`src/rtl/dsp_seq_divider_if.sv`:
```
// START/DONE handshake bundle for dsp_seq_divider: operands in, status and results out.
interface dsp_seq_divider_if #(
  parameter int DW = 36,
  parameter int VW = 18
);
  logic          START;
  logic [DW-1:0] DIVIDEND;
  logic [VW-1:0] DIVISOR;
  logic          BUSY;
  logic          DONE;
  logic          DIVZERO;
  logic [DW-1:0] QUOTIENT;
  logic [VW-1:0] REMAINDER;

  modport master (
    output START, DIVIDEND, DIVISOR,
    input  BUSY, DONE, DIVZERO, QUOTIENT, REMAINDER
  );

  modport slave (
    input  START, DIVIDEND, DIVISOR,
    output BUSY, DONE, DIVZERO, QUOTIENT, REMAINDER
  );
endinterface

```
`src/rtl/dsp_seq_divider.sv`:
```
// Iterative radix-2 restoring divider (DW-bit dividend / VW-bit divisor), one quotient bit
// per enabled clock, sharing the DSP slice clock-enable.
module dsp_seq_divider #(
  parameter int DW     = 36,
  parameter int VW     = 18,
  parameter int SIGNED = 0
) (
  input  logic               PCLK,
  input  logic               PRST,
  input  logic               PCE,
  dsp_seq_divider_if.slave   bus
);
  localparam int CW = $clog2(DW + 1);

  typedef enum logic [1:0] {IDLE, RUN, ZERO} state_e;

  state_e        state_q, state_d;
  logic [CW-1:0] cnt_q, cnt_d;
  logic [DW-1:0] dq_q, dq_d;
  logic [VW-1:0] dvs_q, dvs_d;
  logic [VW-1:0] pr_q, pr_d;
  logic          qneg_q, qneg_d;
  logic          rneg_q, rneg_d;
  logic          busy_q, busy_d;
  logic          done_q, done_d;
  logic          divzero_q, divzero_d;
  logic [DW-1:0] quo_q, quo_d;
  logic [VW-1:0] rem_q, rem_d;

  logic          dvd_neg, dvs_neg;
  logic [DW-1:0] dvd_abs;
  logic [VW-1:0] dvs_abs;
  logic [VW:0]   pr_shift;
  logic          pr_ge;
  logic [VW-1:0] pr_next;
  logic [DW-1:0] q_mag;

  // dq_q starts as the dividend and fills with quotient bits from the LSB as it shifts out;
  // the partial remainder stays below the divisor, so only pr' needs the extra bit.
  always_comb begin
    dvd_neg  = (SIGNED != 0) && bus.DIVIDEND[DW-1];
    dvs_neg  = (SIGNED != 0) && bus.DIVISOR[VW-1];
    dvd_abs  = dvd_neg ? -bus.DIVIDEND : bus.DIVIDEND;
    dvs_abs  = dvs_neg ? -bus.DIVISOR : bus.DIVISOR;
    pr_shift = {pr_q, dq_q[DW-1]};
    pr_ge    = pr_shift >= {1'b0, dvs_q};
    pr_next  = pr_ge ? (pr_shift[VW-1:0] - dvs_q) : pr_shift[VW-1:0];
    q_mag    = {dq_q[DW-2:0], pr_ge};
  end

  always_comb begin
    state_d   = state_q;
    cnt_d     = cnt_q;
    dq_d      = dq_q;
    dvs_d     = dvs_q;
    pr_d      = pr_q;
    qneg_d    = qneg_q;
    rneg_d    = rneg_q;
    busy_d    = busy_q;
    done_d    = done_q;
    divzero_d = divzero_q;
    quo_d     = quo_q;
    rem_d     = rem_q;

    if (PCE) begin
      done_d = 1'b0;
      unique case (state_q)
        IDLE: begin
          if (bus.START) begin
            dq_d    = dvd_abs;
            dvs_d   = dvs_abs;
            pr_d    = '0;
            qneg_d  = dvd_neg ^ dvs_neg;
            rneg_d  = dvd_neg;
            cnt_d   = CW'(DW);
            busy_d  = 1'b1;
            state_d = (bus.DIVISOR == '0) ? ZERO : RUN;
          end
        end
        RUN: begin
          dq_d  = q_mag;
          pr_d  = pr_next;
          cnt_d = cnt_q - CW'(1);
          if (cnt_q == CW'(1)) begin
            quo_d     = qneg_q ? -q_mag : q_mag;
            rem_d     = rneg_q ? -pr_next : pr_next;
            divzero_d = 1'b0;
            done_d    = 1'b1;
            busy_d    = 1'b0;
            state_d   = IDLE;
          end
        end
        ZERO: begin
          cnt_d     = '0;
          quo_d     = '1;
          rem_d     = '0;
          divzero_d = 1'b1;
          done_d    = 1'b1;
          busy_d    = 1'b0;
          state_d   = IDLE;
        end
        default: state_d = IDLE;
      endcase
    end
  end

  always_ff @(posedge PCLK or negedge PRST) begin
    if (!PRST) begin
      state_q   <= IDLE;
      cnt_q     <= '0;
      dq_q      <= '0;
      dvs_q     <= '0;
      pr_q      <= '0;
      qneg_q    <= 1'b0;
      rneg_q    <= 1'b0;
      busy_q    <= 1'b0;
      done_q    <= 1'b0;
      divzero_q <= 1'b0;
      quo_q     <= '0;
      rem_q     <= '0;
    end else begin
      state_q   <= state_d;
      cnt_q     <= cnt_d;
      dq_q      <= dq_d;
      dvs_q     <= dvs_d;
      pr_q      <= pr_d;
      qneg_q    <= qneg_d;
      rneg_q    <= rneg_d;
      busy_q    <= busy_d;
      done_q    <= done_d;
      divzero_q <= divzero_d;
      quo_q     <= quo_d;
      rem_q     <= rem_d;
    end
  end

  assign bus.BUSY      = busy_q;
  assign bus.DONE      = done_q;
  assign bus.DIVZERO   = divzero_q;
  assign bus.QUOTIENT  = quo_q;
  assign bus.REMAINDER = rem_q;
endmodule

```
`src/flat_wrapper.sv`:
```
// flat-port wrapper written by rule: the top's interface ports become plain ports
module dsp_seq_divider_flat 
#(
  parameter int DW     = 36,
  parameter int VW     = 18,
  parameter int SIGNED = 0
)
  (PCLK, PRST, PCE, bus_START, bus_DIVIDEND, bus_DIVISOR, bus_BUSY, bus_DONE, bus_DIVZERO, bus_QUOTIENT, bus_REMAINDER);
  dsp_seq_divider_if #(.DW(DW), .VW(VW)) bus_i ();
  input  logic PCLK;
  input  logic PRST;
  input  logic PCE;
  input wire logic [$bits(bus_i.START)-1:0] bus_START;
  input wire logic [$bits(bus_i.DIVIDEND)-1:0] bus_DIVIDEND;
  input wire logic [$bits(bus_i.DIVISOR)-1:0] bus_DIVISOR;
  output wire logic [$bits(bus_i.BUSY)-1:0] bus_BUSY;
  output wire logic [$bits(bus_i.DONE)-1:0] bus_DONE;
  output wire logic [$bits(bus_i.DIVZERO)-1:0] bus_DIVZERO;
  output wire logic [$bits(bus_i.QUOTIENT)-1:0] bus_QUOTIENT;
  output wire logic [$bits(bus_i.REMAINDER)-1:0] bus_REMAINDER;
  assign bus_i.START = bus_START;
  assign bus_i.DIVIDEND = bus_DIVIDEND;
  assign bus_i.DIVISOR = bus_DIVISOR;
  assign bus_BUSY = bus_i.BUSY;
  assign bus_DONE = bus_i.DONE;
  assign bus_DIVZERO = bus_i.DIVZERO;
  assign bus_QUOTIENT = bus_i.QUOTIENT;
  assign bus_REMAINDER = bus_i.REMAINDER;
  dsp_seq_divider #(.DW(DW), .VW(VW), .SIGNED(SIGNED)) u_core (.PCLK(PCLK), .PRST(PRST), .PCE(PCE), .bus(bus_i));
endmodule
```
`config.mk`:
```
export PLATFORM = sky130hd
export DESIGN_NAME = dsp_seq_divider_flat
export DESIGN_NICKNAME = d
export VERILOG_FILES = /design/src/rtl/dsp_seq_divider_if.sv /design/src/rtl/dsp_seq_divider.sv /design/src/flat_wrapper.sv
export SDC_FILE = /design/constraint.sdc
export NUM_CORES = 1
export LEC_CHECK = 0
export ABC_AREA = 1
export CAP_MARGIN = 10
export CELL_PAD_IN_SITES_DETAIL_PLACEMENT = 1
export CELL_PAD_IN_SITES_GLOBAL_PLACEMENT = 1
export CORE_MARGIN = 10
export CORE_UTILIZATION = 29
export DETAILED_ROUTE_END_ITERATION = 12
export PLACE_DENSITY_LB_ADDON = 0.1
export REMOVE_ABC_BUFFERS = 1
export SYNTH_ARGS = -nofsm -noshare
export SYNTH_HDL_FRONTEND = slang
export SYNTH_SLANG_ARGS = --single-unit
```
`constraint.sdc`:
```
create_clock -name PCLK -period 2.25 [get_ports PCLK]
set_clock_uncertainty 0.05 [all_clocks]
set_input_delay 0.675 -clock PCLK [delete_from_list [all_inputs] [get_ports PCLK]]
set_output_delay 0.675 -clock PCLK [all_outputs]
set_load 0.05 [all_outputs]
```
; Yosys cells after proc, flatten, opt, wreduce, memory -nomap -nowiden
; Cells that the tools add are included.
[word_totals]
regBits = 137
output_inout_bits = 57
wordCells = 50
[classes]
add_sub_neg = 2
order_cmp = 1
n_eq_ne = 5
mux = 21
n_reduce_logical = 11
[op_table]
columns = op, n
row1 = $pmux W36 S2, 2
row2 = $mux W36, 2
row3 = $pmux W18 S2, 2
row4 = $mux W18, 3
row5 = $ge A19 B18 Y1, 1
row6 = $logic_not A18 Y1, 1
row7 = $pmux W6 S3, 1
row8 = $sub A18 B18 Y18, 1
row9 = $reduce_and A3 Y1, 5
row10 = $eq A6 B1 Y1 const B, 1
row11 = $mux W2, 3
row12 = $mux W6, 1
row13 = $sub A6 B1 Y6 const B, 1
row14 = $pmux W1 S2, 2
row15 = $pmux W2 S2, 1
row16 = $reduce_and A4 Y1, 1
row17 = $reduce_bool A2 Y1, 2
row18 = $mux W1, 3
row19 = $pmux W1 S3, 1
row20 = $reduce_bool A3 Y1, 1
row21 = $eq A2 B1 Y1 const B, 1
row22 = $eq A2 B2 Y1 const B, 1
row23 = $logic_not A2 Y1, 1
row24 = $ne A2 B1 Y1 const B, 1
row25 = $ne A2 B2 Y1 const B, 1

; Longest topological paths before layout
; Gate-level depths: netlist (run 1).
[logic_depth]
ltp_word = 4
ltp_mapped = 16
ltp_nobuf = 15

; Least setup slack after synthesis (run 1)
; No wires, ideal clock.
[synth_path]
kind = reg-to-reg
start = register u_core.dvs_q[0]
end = register u_core.rem_q[10], in the netlist u_core.bus.REMAINDER[10]
arrival_ns = 1.818
t_required_ns = 2.082
setup_slack_ns = 0.264
stages_incl_launch_ff = 13
path_buffers = 0
synth_period_minus_slack_ns = 1.986
path_cell_list = dfrtp_1 ha_1 fa_1 o21ai_0 nand2_1 nand2_1 nand2_1 nand2_1 nand2_1 nand2_1 nand2_2 nand3_1 nand2_1
[synth_between]
elab_chain_cells = 4
word_cells_on_any_way = 5
[synth_lines]
columns = item, line_no
row1 = start: declaration, dsp_seq_divider.sv:20  ; logic [VW-1:0] dvs_q, dvs_d;
row2 = start signal: assignment, dsp_seq_divider.sv:125  ; dvs_q <= dvs_d;
row3 = $sub A18 B18 Y18 or $ge A19 B18 Y1 (tied branches), "dsp_seq_divider.sv:47, dsp_seq_divider.sv:46"
row4 = $mux W18 *, dsp_seq_divider.sv:47  ; pr_next = pr_ge ? (pr_shift[VW-1:0] - dvs_q) : pr_shift[VW-1:0];
row5 = $mux W18 *, dsp_seq_divider.sv:84  ; if (cnt_q == CW'(1)) begin
row6 = $pmux W18 S2 *, dsp_seq_divider.sv:67  ; unique case (state_q)
row7 = end signal: assignment, dsp_seq_divider.sv:133  ; rem_q <= rem_d;
row8 = end: declaration, dsp_seq_divider.sv:28  ; logic [VW-1:0] rem_q, rem_d;
; Every way passes the cells marked *; elsewhere a longest branch is shown, timed or not. The select of a mux whose other input is x is not followed.
; A chain may end at the register's enable or synchronous reset.

; Worst setup path in the final report (run 1)
[layout_path]
start = register u_core.pr_q[12]
end = register u_core.rem_q[15], in the netlist u_core.bus.REMAINDER[15]
[layout_between]
elab_chain_cells = 4
word_cells_on_any_way = 5
[layout_lines]
columns = item, line_no
row1 = start: declaration, dsp_seq_divider.sv:21  ; logic [VW-1:0] pr_q, pr_d;
row2 = start signal: assignment, dsp_seq_divider.sv:126  ; pr_q <= pr_d;
row3 = $sub A18 B18 Y18 or $ge A19 B18 Y1 (tied branches), "dsp_seq_divider.sv:47, dsp_seq_divider.sv:46"
row4 = $mux W18 *, dsp_seq_divider.sv:47
row5 = $mux W18 *, dsp_seq_divider.sv:84
row6 = $pmux W18 S2 *, dsp_seq_divider.sv:67
; Marked as above.

==> results of run 1 <==
==> worst max path at each step <==
stage | start | to | slack, ns | depth (start not counted)
6_report | u_core.pr_q[12]$_DFFE_PN0P_ | u_core.bus.REMAINDER[15]$_DFFE_PN0P_ | 0.12 | 12
5_1_grt | u_core.pr_q[12]$_DFFE_PN0P_ | u_core.bus.REMAINDER[15]$_DFFE_PN0P_ | -0.03 | 12
4_1_cts | u_core.dq_q[35]$_DFFE_PN0P_ | u_core.bus.REMAINDER[12]$_DFFE_PN0P_ | 0.04 | 14
3_5_place_dp | bus_START | u_core.pr_q[10]$_DFFE_PN0P_ | -0.06 | 7
3_3_place_gp | bus_START | u_core.pr_q[8]$_DFFE_PN0P_ | -0.03 | 7
2_1_floorplan | u_core.state_q[1]$_DFFE_PN0P_ | u_core.dq_q[10]$_DFFE_PN0P_ | -1.40 | 7
==> cell type report <==
type | count | area, um2 | share of cell area
timing repair buffer | 161 | 1518 | 0.1596
tap | 324 | 405.4 | 0.04262
multi-input combinational | 664 | 3337 | 0.3508
clock buffer | 18 | 439.2 | 0.04617
inverter | 58 | 217.7 | 0.02289
clock inverter | 13 | 166.4 | 0.01750
sequential | 137 | 3428 | 0.3604
==> power by group through the flow <==
stage | clock network, mW | logic, mW | registers [mW]
after floorplan | 0 | 3.98 | 5.52
after global placement | 0 | 8.32 | 4.22
after detailed placement | 0 | 8.45 | 4.23
after CTS | 3.03 | 8.48 | 4.21
after global routing | 3.17 | 9.43 | 4.36
final | 2.95 | 8.46 | 4.21
==> registers in the layout, indices dropped and copies added (netlist names) <==
name and cells:
u_core.bus.REMAINDER 18, u_core.bus.DIVZERO 1, u_core.dvs_q 18, u_core.state_q 2
u_core.pr_q 18, u_core.bus.QUOTIENT 36, u_core.bus.BUSY 1, u_core.dq_q 36
u_core.bus.DONE 1, u_core.cnt_q 6
==> cell families after synthesis <==
family          Yosys count  synth area share
buf+inv                  98           0.05837
compound gates          128            0.1019
simple gates            501            0.2971
flops                   137            0.4846
mux                       1          0.001592
xor+xnor                  9           0.01114
fa+ha+maj                25           0.04528
==> routing by layer <==
metal  vias to the layer above  track usage  routed length [um]
li1                       3179            -                   -
met2                        88       0.2604               11420
met5                         -            0                   8
met4                         2      0.03709                 232
met3                        22      0.04528                1179
met1                      3162       0.1832               10280
==> cell usage after synthesis <==
| library cell | instances | share of area |
|---|---|---|
| sky130_fd_sc_hd__nand2_1 | 328 | 0.17 |
| sky130_fd_sc_hd__dfrtp_1 | 137 | 0.48 |
| sky130_fd_sc_hd__nor2_1 | 75 | 0.040 |
| sky130_fd_sc_hd__o21ai_0 | 66 | 0.047 |
| sky130_fd_sc_hd__inv_1 | 52 | 0.028 |
| sky130_fd_sc_hd__nand3_1 | 47 | 0.033 |
| sky130_fd_sc_hd__a31oi_1 | 36 | 0.032 |
| sky130_fd_sc_hd__ha_1 | 24 | 0.042 |
| sky130_fd_sc_hd__nand3b_1 | 23 | 0.024 |
| sky130_fd_sc_hd__buf_2 | 21 | 0.015 |
| sky130_fd_sc_hd__a21oi_1 | 16 | 0.011 |
| sky130_fd_sc_hd__clkbuf_1 | 14 | 0.0074 |
| sky130_fd_sc_hd__nand2_2 | 13 | 0.011 |
| sky130_fd_sc_hd__xnor2_1 | 6 | 0.0074 |
| sky130_fd_sc_hd__inv_2 | 5 | 0.0027 |
| sky130_fd_sc_hd__nor3_1 | 5 | 0.0035 |
| sky130_fd_sc_hd__nand4_1 | 3 | 0.0027 |
| sky130_fd_sc_hd__o21ai_1 | 3 | 0.0021 |
| sky130_fd_sc_hd__xor2_1 | 3 | 0.0037 |
| sky130_fd_sc_hd__a22oi_1 | 2 | 0.0021 |
| sky130_fd_sc_hd__buf_1 | 2 | 0.0011 |
| sky130_fd_sc_hd__buf_6 | 2 | 0.0032 |
| sky130_fd_sc_hd__o22ai_1 | 2 | 0.0018 |
| sky130_fd_sc_hd__a211oi_1 | 1 | 0.0011 |
| sky130_fd_sc_hd__a41oi_4 | 1 | 0.0039 |
| sky130_fd_sc_hd__and2_1 | 1 | 0.00088 |
| sky130_fd_sc_hd__and3_1 | 1 | 0.00088 |
| sky130_fd_sc_hd__buf_4 | 1 | 0.0011 |
| sky130_fd_sc_hd__clkinv_1 | 1 | 0.00053 |
| sky130_fd_sc_hd__fa_1 | 1 | 0.0028 |
| sky130_fd_sc_hd__mux2_2 | 1 | 0.0016 |
| sky130_fd_sc_hd__nand2_4 | 1 | 0.0016 |
| sky130_fd_sc_hd__nand3_2 | 1 | 0.0014 |
| sky130_fd_sc_hd__nor2_2 | 1 | 0.00088 |
| sky130_fd_sc_hd__nor3_2 | 1 | 0.0014 |
| sky130_fd_sc_hd__nor4_1 | 1 | 0.00088 |
| sky130_fd_sc_hd__o31ai_1 | 1 | 0.0011 |
==> cell usage in the layout, fill, tap and decap left out, types with 3 or more instances in the layout <==
cell                              count
sky130_fd_sc_hd__nand3_1             47
sky130_fd_sc_hd__clkdlybuf4s50_1     56
sky130_fd_sc_hd__ha_4                 4
sky130_fd_sc_hd__a21oi_1             11
sky130_fd_sc_hd__nor2_1              73
sky130_fd_sc_hd__nand2_2             15
sky130_fd_sc_hd__nand3b_1            23
sky130_fd_sc_hd__o21ai_1              4
sky130_fd_sc_hd__clkbuf_16           17
sky130_fd_sc_hd__inv_1               52
sky130_fd_sc_hd__inv_2                5
sky130_fd_sc_hd__clkinvlp_4           3
sky130_fd_sc_hd__ha_2                 6
sky130_fd_sc_hd__xnor2_1              6
sky130_fd_sc_hd__o21ai_0             65
sky130_fd_sc_hd__nor3_1               5
sky130_fd_sc_hd__a21oi_2              5
sky130_fd_sc_hd__ha_1                14
sky130_fd_sc_hd__nand2_1            325
sky130_fd_sc_hd__nor2_2               3
sky130_fd_sc_hd__buf_12              13
sky130_fd_sc_hd__a31oi_1             36
sky130_fd_sc_hd__buf_4               89
sky130_fd_sc_hd__xor2_1               3
sky130_fd_sc_hd__dfrtp_1            137
sky130_fd_sc_hd__bufinv_16            3
sky130_fd_sc_hd__inv_6                4
sky130_fd_sc_hd__nand4_1              3
==> per-stage QoR <==
| step | area [um2] | setup TNS, ns | std cells |
|---|---|---|---|
| final | 9512 | 0 | 1375 |
| after global placement | 8802 | -1.012 | 1343 |
| after detailed placement | 8802 | -1.585 | 1343 |
| after global routing | 9512 | -0.06266 | 1375 |
| after floorplan | 6879 | -117.15 | 859 |
| after CTS | 9408 | 0 | 1374 |
==> what timing repair did <==
action	CTS	global route
gates cloned	0	0
buffers inserted	0	1
setup endpoints to repair	3	38
resized for setup	3	20
==> worst max-delay path: stages (launching register included) <==
cell and delay (ns):
sky130_fd_sc_hd__dfrtp_1 0.41, sky130_fd_sc_hd__ha_2 0.39, sky130_fd_sc_hd__nand2_1 0.10, sky130_fd_sc_hd__nor2_1 0.20, sky130_fd_sc_hd__and2_1 0.17, sky130_fd_sc_hd__nand2_2 0.07
sky130_fd_sc_hd__nand2_2 0.09, sky130_fd_sc_hd__nand2_4 0.07, sky130_fd_sc_hd__nand2_4 0.10, sky130_fd_sc_hd__buf_12 0.15, sky130_fd_sc_hd__nand2_2 0.06, sky130_fd_sc_hd__nand3_1 0.08
sky130_fd_sc_hd__nand2_1 0.07
==> impl_metrics.tcl, run 1 <==
set metrics [dict create \
    run_status "finished, final reports clean" \
    cell_count_after_synthesis 899 \
    fin_ws_ns 0.1187 \
    clock_latency_ns 0.43 \
    netSwitchingPower_mw 7.300 \
    grt_antenna_before_repair 1 \
    detail_route.wirelength_mm 23.12 \
    reg2reg_from "u_core.pr_q[12]$_DFFE_PN0P_" \
    initial_core_util 0.2926 \
    cellLeakagePower_nw 4.703 \
    synth_warnings 0 \
    power_density_mw_per_mm2 1642 \
    nNetsFinal 1122 \
    grtUsageTotal 0.1521 \
    global_route_wire_length_before_repair_mm 37.76 \
    finalHoldViolations 0 \
    max-cap-violations 0 \
    post_drt_wl_per_cell_um 16.82 \
    coreArea_mm2 0.02418 \
    share_seq_of_total_power 0.269 \
    slew_violations 0 \
    via_count 6453 \
    drc 0 \
    ant_nets 0 \
    worst_ir_drop_on_vdd_mv 0.5990 \
    dr.first_iter.drc_count 299 \
    count_of_buffers_inserted_at_the_top_level_ports 114 \
    ctsHtreeMaxLevel 4 \
    clk_path_buf_depth 2 \
    cts_tree "done" \
    fin_hold_ws_ns 0.1378 \
    slew_headroom 0.6614 \
    area_growth_pct 34.45 \
    antenna_cells_inserted 0 \
    power.combinational.fraction 0.542 \
    timing.hold.worst.class "in2async" \
    cts_buffers 17 \
    hpwlAfterDp_mm 17.14 \
    setup.worst_path.start_class "flip-flop" \
    rr_worst_depth 12 \
    clock-sinks 137 \
    pre_cts_slack_ns -0.05597 \
    flip_flop_and_latch_count_after_synthesis 137 \
    synth.avg_cell_area_um2 7.869 \
    post-route-min-period_ns 2.131 \
    synth_sequential_area_ratio 0.4846 \
    floorplan.die.width_um 176.2 \
    yosys.cell_types.count 37 \
    timing_worst_slew_pin_value_ns 0.5079 \
    worst-endpoint-arrival_ns 2.38 \
    worst_ep_required_time_ns 2.50 \
    floorplan.die.height_um 176.2 \
    max_freq_mhz 469.2 \
    drive_above_1_share 0.1703 \
    worst-r2r-setup-slack_ns 0.12 \
    post-route-util 0.3934 \
    fillerInstances 2887 \
    ioPinCount 115 \
    grt_start_max_net_pins 47 \
    crit_path_max_fanout 10 \
    layout_worst_path_cycle_share 0.9472 \
    netSwitchingFraction 0.4674 \
    die_area_mm2 0.03104 \
    fp-row-count 57 \
    setup_violations 0 \
    worst_setup_path_end_kind "flip-flop" \
    type_of_the_worst_setup_path "reg2reg" \
    internal_power_mw 8.319 \
    detailedRoute.firstPassIterationCount 4 \
    mappedNetlistArea_mm2 0.007074 \
    clk_pin_slew_ns 0.06 \
    vias_per_cell 4.693 \
    pwr-share-clk 0.189 \
    p_total_mw 15.62 \
    gp_congestion 0.8154 \
    grt_pass1_vias 7030 \
    worstReg2RegEnd "u_core.bus.REMAINDER[15]$_DFFE_PN0P_" \
    grt.overflow.total 0 \
    clk_root_buffer_cell "sky130_fd_sc_hd__clkbuf_16" \
    cts.hold.buffers_added 0 \
]
Power figures use the tool's default switching activity.
==> run 2, diff against run 1 <==
--- a/config.mk
+++ b/config.mk
@@ -9,8 +9,8 @@
 export CAP_MARGIN = 10
 export CELL_PAD_IN_SITES_DETAIL_PLACEMENT = 1
 export CELL_PAD_IN_SITES_GLOBAL_PLACEMENT = 1
-export CORE_MARGIN = 10
 export CORE_UTILIZATION = 29
+export CTS_BUF_LIST = sky130_fd_sc_hd__clkbuf_8 sky130_fd_sc_hd__clkbuf_16
 export DETAILED_ROUTE_END_ITERATION = 12
 export PLACE_DENSITY_LB_ADDON = 0.1
 export REMOVE_ABC_BUFFERS = 1
==> run 2 against run 1 <==
Critical path depth up 2. First-iteration DRC count down 24%. Routed wire length down 5.4%. Register-to-register slack better by 0.02 ns. Largest power group unchanged. Highest routed layer is now met4.
==> impl_metrics.tcl, run 2 (synthesis results as in run 1) <==
set metrics [dict create \
    worst_setup_path_end_kind "flip-flop" \
    timing.hold.worst.class "in2async" \
    worst-r2r-setup-slack_ns 0.14 \
    final_cell_area_mm2 0.009479 \
    timing.setup.tns_ns 0 \
    worst_ep_required_time_ns 2.51 \
    clk_path_buf_depth 2 \
    post-route-util 0.4003 \
    fin_hold_ws_ns 0.09720 \
    ioPinCount 115 \
    multi_input_comb_area_mm2 0.003371 \
    run_status "finished, final reports clean" \
    fillerInstances 2879 \
    grtUsageTotal 0.1885 \
    max-cap-violations 0 \
    nNetsFinal 1114 \
    grt_antenna_before_repair 0 \
    timing_worst_slew_pin_value_ns 0.4953 \
    detailedRoute.firstPassIterationCount 4 \
    ctsHtreeMaxLevel 4 \
    rr_worst_depth 14 \
    area_growth_pct 33.99 \
    power_density_mw_per_mm2 1631 \
    slew_violations 0 \
    crit_path_max_fanout 3 \
    vias_per_cell 4.662 \
    gp_congestion 0.8051 \
    clock-sinks 137 \
    floorplan.die.width_um 158.2 \
    grt_start_max_net_pins 43 \
    cellLeakagePower_nw 4.682 \
    die_area_mm2 0.02502 \
    cts_buffers 17 \
    cp_slowest_stage_delay_ns 0.36 \
    global_route_wire_length_before_repair_mm 35.89 \
    clock_latency_ns 0.43 \
    drc 0 \
    area_after_detailed_placement_mm2 0.008746 \
    place_inst 1330 \
    post_drt_wl_per_cell_um 16.06 \
    ant_nets 0 \
    fp-row-count 56 \
    hpwlAfterDp_mm 15.57 \
    worst-endpoint-arrival_ns 2.37 \
    setup_violations 0 \
    slew_headroom 0.6711 \
    grt_pass1_vias 6803 \
    detail_route.wirelength_mm 21.89 \
    setup.worst_path.start_class "flip-flop" \
    clk_root_buffer_cell "sky130_fd_sc_hd__clkbuf_16" \
    coreArea_mm2 0.02368 \
    layout_common_cells "sky130_fd_sc_hd__nand2_1 (327), sky130_fd_sc_hd__dfrtp_1 (137), sky130_fd_sc_hd__nor2_1 (71), sky130_fd_sc_hd__buf_4 (71), sky130_fd_sc_hd__o21ai_0 (66)" \
    seqCellArea_mm2 0.003428 \
    worstReg2RegEnd "u_core.bus.REMAINDER[14]$_DFFE_PN0P_" \
    count_of_buffers_inserted_at_the_top_level_ports 114 \
    crit_slowest_cell "sky130_fd_sc_hd__fa_2" \
    type_of_the_worst_setup_path "reg2reg" \
    antenna_cells_inserted 0 \
    crit_path_frequent_cell "sky130_fd_sc_hd__nand2_1" \
    most_common_library_cell_in_the_layout_ignoring_fill_and_taps "sky130_fd_sc_hd__nand2_1" \
    dr.first_iter.drc_count 227 \
    clk_pin_slew_ns 0.07 \
    post-route-min-period_ns 2.109 \
    cts.hold.buffers_added 0 \
    drive_above_1_share 0.1542 \
    floorplan.die.height_um 158.2 \
    final_cells 1363 \
    layout_worst_path_cycle_share 0.9374 \
    finalHoldViolations 0 \
    grt.overflow.total 0 \
    reg2reg_from "u_core.dq_q[35]$_DFFE_PN0P_" \
    cts_tree "done" \
    via_count 6354 \
    initial_core_util 0.2987 \
    worst_ir_drop_on_vdd_mv 0.5524 \
    max_freq_mhz 474.1 \
    path_cells "inv_1 -> ha_1 -> fa_2 -> o21ai_0 -> buf_4 -> nand2_1 -> nand2_1 -> nand2_1 -> nand2_1 -> nand2_1 -> nand2_1 -> nand2_2 -> nand3_1 -> nand2_1" \
]
[run 2: cell types whose count changed in the layout (fill, tap and decap cells not counted), sizes merged]
cell / previous run / this run
buf: 103 / 86
dlygate4sd2: 2 / 11
inv: 61 / 64
clkinvlp: 3 / 1
bufinv: 3 / 1
clkinv: 4 / 6
[run 2: how the worst max path moves through the flow]
stage	from	to	slack, ns	depth (start not counted)
final	u_core.dq_q[35]$_DFFE_PN0P_	u_core.bus.REMAINDER[14]$_DFFE_PN0P_	0.14	14
after global routing	u_core.dq_q[35]$_DFFE_PN0P_	u_core.bus.REMAINDER[12]$_DFFE_PN0P_	-0.01	14
after CTS	u_core.pr_q[13]$_DFFE_PN0P_	u_core.bus.REMAINDER[12]$_DFFE_PN0P_	0.001	11
after detailed placement	bus_START	u_core.dq_q[14]$_DFFE_PN0P_	-0.02	8
after global placement	bus_START	u_core.dq_q[23]$_DFFE_PN0P_	0.002	8
after floorplan	u_core.state_q[1]$_DFFE_PN0P_	u_core.dq_q[10]$_DFFE_PN0P_	-1.40	7
[run 2: power breakdown]
group	internal [mW]	switching (mW)
Clock	1.60	1.26
Sequential	3.53	0.720
Combinational	2.98	5.37
[run 2: worst max-delay path, delay by kind of cell (launching register included)]
family	cells	cell delay, ns
AND/OR/NAND/NOR	9	0.63
adder cells (fa/ha/maj)	2	0.58
flip-flops	1	0.35
AO/OA/AOI/OAI	1	0.16
buffers and inverters	2	0.22
[run 2: metrics by stage]
stage                     setup WS, ns  total power, mW
after CTS                     0.001383            15.44
after global placement        0.002484            12.41
after floorplan                 -1.399            9.499
final                           0.1408            15.46
after detailed placement      -0.02215            12.57
after global routing          -0.01326            16.74
[run 2: area by class of cell]
class	instances	share of cell area
Tap cell	319	0.04211
Sequential cell	137	0.3617
Inverter	58	0.02297
Timing Repair Buffer	153	0.1552
Clock inverter	14	0.01610
Clock buffer	18	0.04633
Multi-Input combinational cell	664	0.3556
[run 2: layer usage]
metal	vias up	wire [um]	global-route usage
met3	17	807	0.04407
met2	87	10990	0.3262
met1	3084	9873	0.2351
li1	3166	-	-
met4	0	214	0.04579
met5	-	0	0
[run 2: timing repair]
action	CTS	global route
resized for setup	12	23
endpoints found under the setup margin	13	38
pin swaps	0	0
buffers inserted	0	1
==> run 3, diff against run 2 <==
--- a/config.mk
+++ b/config.mk
@@ -13,7 +13,6 @@
 export CTS_BUF_LIST = sky130_fd_sc_hd__clkbuf_8 sky130_fd_sc_hd__clkbuf_16
 export DETAILED_ROUTE_END_ITERATION = 12
 export PLACE_DENSITY_LB_ADDON = 0.1
-export REMOVE_ABC_BUFFERS = 1
 export SYNTH_ARGS = -nofsm -noshare
 export SYNTH_HDL_FRONTEND = slang
 export SYNTH_SLANG_ARGS = --single-unit
==> run 3 against run 2 <==
Routed wire length is 0.17% lower. First-iteration DRC count up 12%. Sequential share of layout area about the same. Sequential power is 1% lower. Critical endpoint is now u_core.bus.REMAINDER[15]$_DFFE_PN0P_. Highest routed layer unchanged. Utilization about the same. Die area unchanged. Combinational power up 1%. Fmax fell by 0.47%. Non-clock buffer count grew 9.
==> impl_metrics.tcl, run 3 (synthesis results as in run 1) <==
set metrics [dict create \
    run_status "finished, final reports clean" \
    area_growth_pct 34.15 \
    rr_worst_depth 12 \
    floorplan.die.height_um 158.2 \
    worst_setup_path_end_kind "flip-flop" \
    cellLeakagePower_nw 4.710 \
    worst-endpoint-arrival_ns 2.38 \
    die_area_mm2 0.02502 \
    antenna_cells_inserted 0 \
    hpwlAfterDp_mm 15.80 \
    slew_violations 0 \
    clk_path_buf_depth 2 \
    ant_nets 0 \
    max_freq_mhz 471.9 \
    via_count 6467 \
    clk_pin_slew_ns 0.06 \
    timing_worst_slew_pin_value_ns 0.5072 \
    type_of_the_worst_setup_path "reg2reg" \
    timing.setup.tns_ns 0 \
    detailedRoute.firstPassIterationCount 4 \
    fp-row-count 56 \
    finalHoldViolations 0 \
    vias_per_cell 4.714 \
    power_density_mw_per_mm2 1628 \
    worst_ir_drop_on_vdd_mv 0.6121 \
    detail_route.wirelength_mm 21.85 \
    coreArea_mm2 0.02368 \
    slew_headroom 0.6632 \
    layout_common_cells "sky130_fd_sc_hd__nand2_1 (325), sky130_fd_sc_hd__dfrtp_1 (137), sky130_fd_sc_hd__buf_4 (75)" \
    p_total_mw 15.45 \
    dr.first_iter.drc_count 255 \
    clock_latency_ns 0.42 \
    setup_violations 0 \
    post-route-min-period_ns 2.119 \
    initial_core_util 0.2987 \
    clock-sinks 137 \
    gp_congestion 0.7970 \
    ioPinCount 115 \
    most_common_library_cell_in_the_layout_ignoring_fill_and_taps "sky130_fd_sc_hd__nand2_1" \
    postSynthNetCount 982 \
    grt_antenna_before_repair 0 \
    drive_above_1_share 0.1567 \
    cts_tree "done" \
    max-cap-violations 0 \
    timing.hold.worst.class "in2async" \
    post_drt_wl_per_cell_um 15.92 \
    setup.worst_path.start_class "flip-flop" \
    grt_start_max_net_pins 42 \
    clk_root_buffer_cell "sky130_fd_sc_hd__clkbuf_16" \
    grtUsageTotal 0.1861 \
    floorplan.die.width_um 158.2 \
    fillerInstances 2902 \
    ctsHtreeMaxLevel 4 \
    worst_ep_required_time_ns 2.51 \
    crit_path_max_fanout 10 \
    cts.hold.buffers_added 0 \
    drc 0 \
    nNetsFinal 1123 \
    layout_worst_path_cycle_share 0.9419 \
    global_route_wire_length_before_repair_mm 35.89 \
    count_of_buffers_inserted_at_the_top_level_ports 114 \
    grt.overflow.total 0 \
    grt_pass1_vias 6763 \
    cts_buffers 17 \
]
[run 3: layout make-up]
type | instances | area, um2 | share of cell area
Tap cell | 319 | 399.1 | 0.04206
Inverter | 58 | 217.7 | 0.02294
Timing Repair Buffer | 162 | 1524 | 0.1606
Sequential cell | 137 | 3428 | 0.3612
Clock inverter | 12 | 112.6 | 0.01187
Clock buffer | 20 | 466.7 | 0.04918
Multi-Input combinational cell | 664 | 3342 | 0.3521
[run 3: final timing paths]
path	start	end	slack [ns]
worst max-delay path	u_core.pr_q[12]$_DFFE_PN0P_	u_core.bus.REMAINDER[15]$_DFFE_PN0P_	0.13
worst min-delay path	PRST	u_core.dvs_q[11]$_DFFE_PN0P_	0.10
worst max register to register	u_core.pr_q[12]$_DFFE_PN0P_	u_core.bus.REMAINDER[15]$_DFFE_PN0P_	0.13
worst min register to register	u_core.bus.QUOTIENT[14]$_DFFE_PN0P_	u_core.bus.QUOTIENT[14]$_DFFE_PN0P_	0.41
max in group asynchronous	PRST	u_core.dq_q[6]$_DFFE_PN0P_	1.44
min in group PCLK	u_core.bus.QUOTIENT[14]$_DFFE_PN0P_	u_core.bus.QUOTIENT[14]$_DFFE_PN0P_	0.41
[run 3: through the flow]
stage | hold WS [ns] | std cells | setup slack (ns) | utilization | area, um2
after global routing | 0.1102 | 1372 | -0.01412 | 0.4007 | 9490
after detailed placement | 0.4073 | 1338 | 0.01908 | 0.3720 | 8811
after global placement | 0.4037 | 1338 | 0.04465 | 0.3720 | 8811
final | 0.1002 | 1372 | 0.1308 | 0.4007 | 9490
after CTS | 0.1028 | 1370 | 0.01048 | 0.3957 | 9370
after floorplan | 0.3294 | 899 | 0.2635 | - | 7074
[run 3: worst max-delay path, cell delays in order, from the launching register on]
cell,delay [ns]
sky130_fd_sc_hd__dfrtp_1,0.41
sky130_fd_sc_hd__ha_2,0.39
sky130_fd_sc_hd__nand2_1,0.11
sky130_fd_sc_hd__nor2_2,0.15
sky130_fd_sc_hd__and2_1,0.14
sky130_fd_sc_hd__nand2_1,0.08
sky130_fd_sc_hd__nand2_2,0.10
sky130_fd_sc_hd__nand2_4,0.08
sky130_fd_sc_hd__nand2_4,0.10
sky130_fd_sc_hd__buf_12,0.14
sky130_fd_sc_hd__nand2_2,0.07
sky130_fd_sc_hd__nand3_1,0.12
sky130_fd_sc_hd__nand2_1,0.06
[run 3: power by group]
group / internal [mW] / switching (mW)
Sequential: 3.53 / 0.671
Clock: 1.62 / 1.17
Combinational: 2.99 / 5.47
[run 3: routing by layer]
layer,global-route usage,share of wire,vias to the layer above
met5,0,0,-
met4,0.04991,0.012,0
met3,0.02765,0.027,20
met2,0.3012,0.46,91
met1,0.2578,0.50,3158
li1,-,-,3198
[run 3: timing repair]
item,4_1_cts,5_1_grt
pin swaps,0,1
resized for setup,19,23
setup endpoints to repair,19,38
buffers inserted,0,2
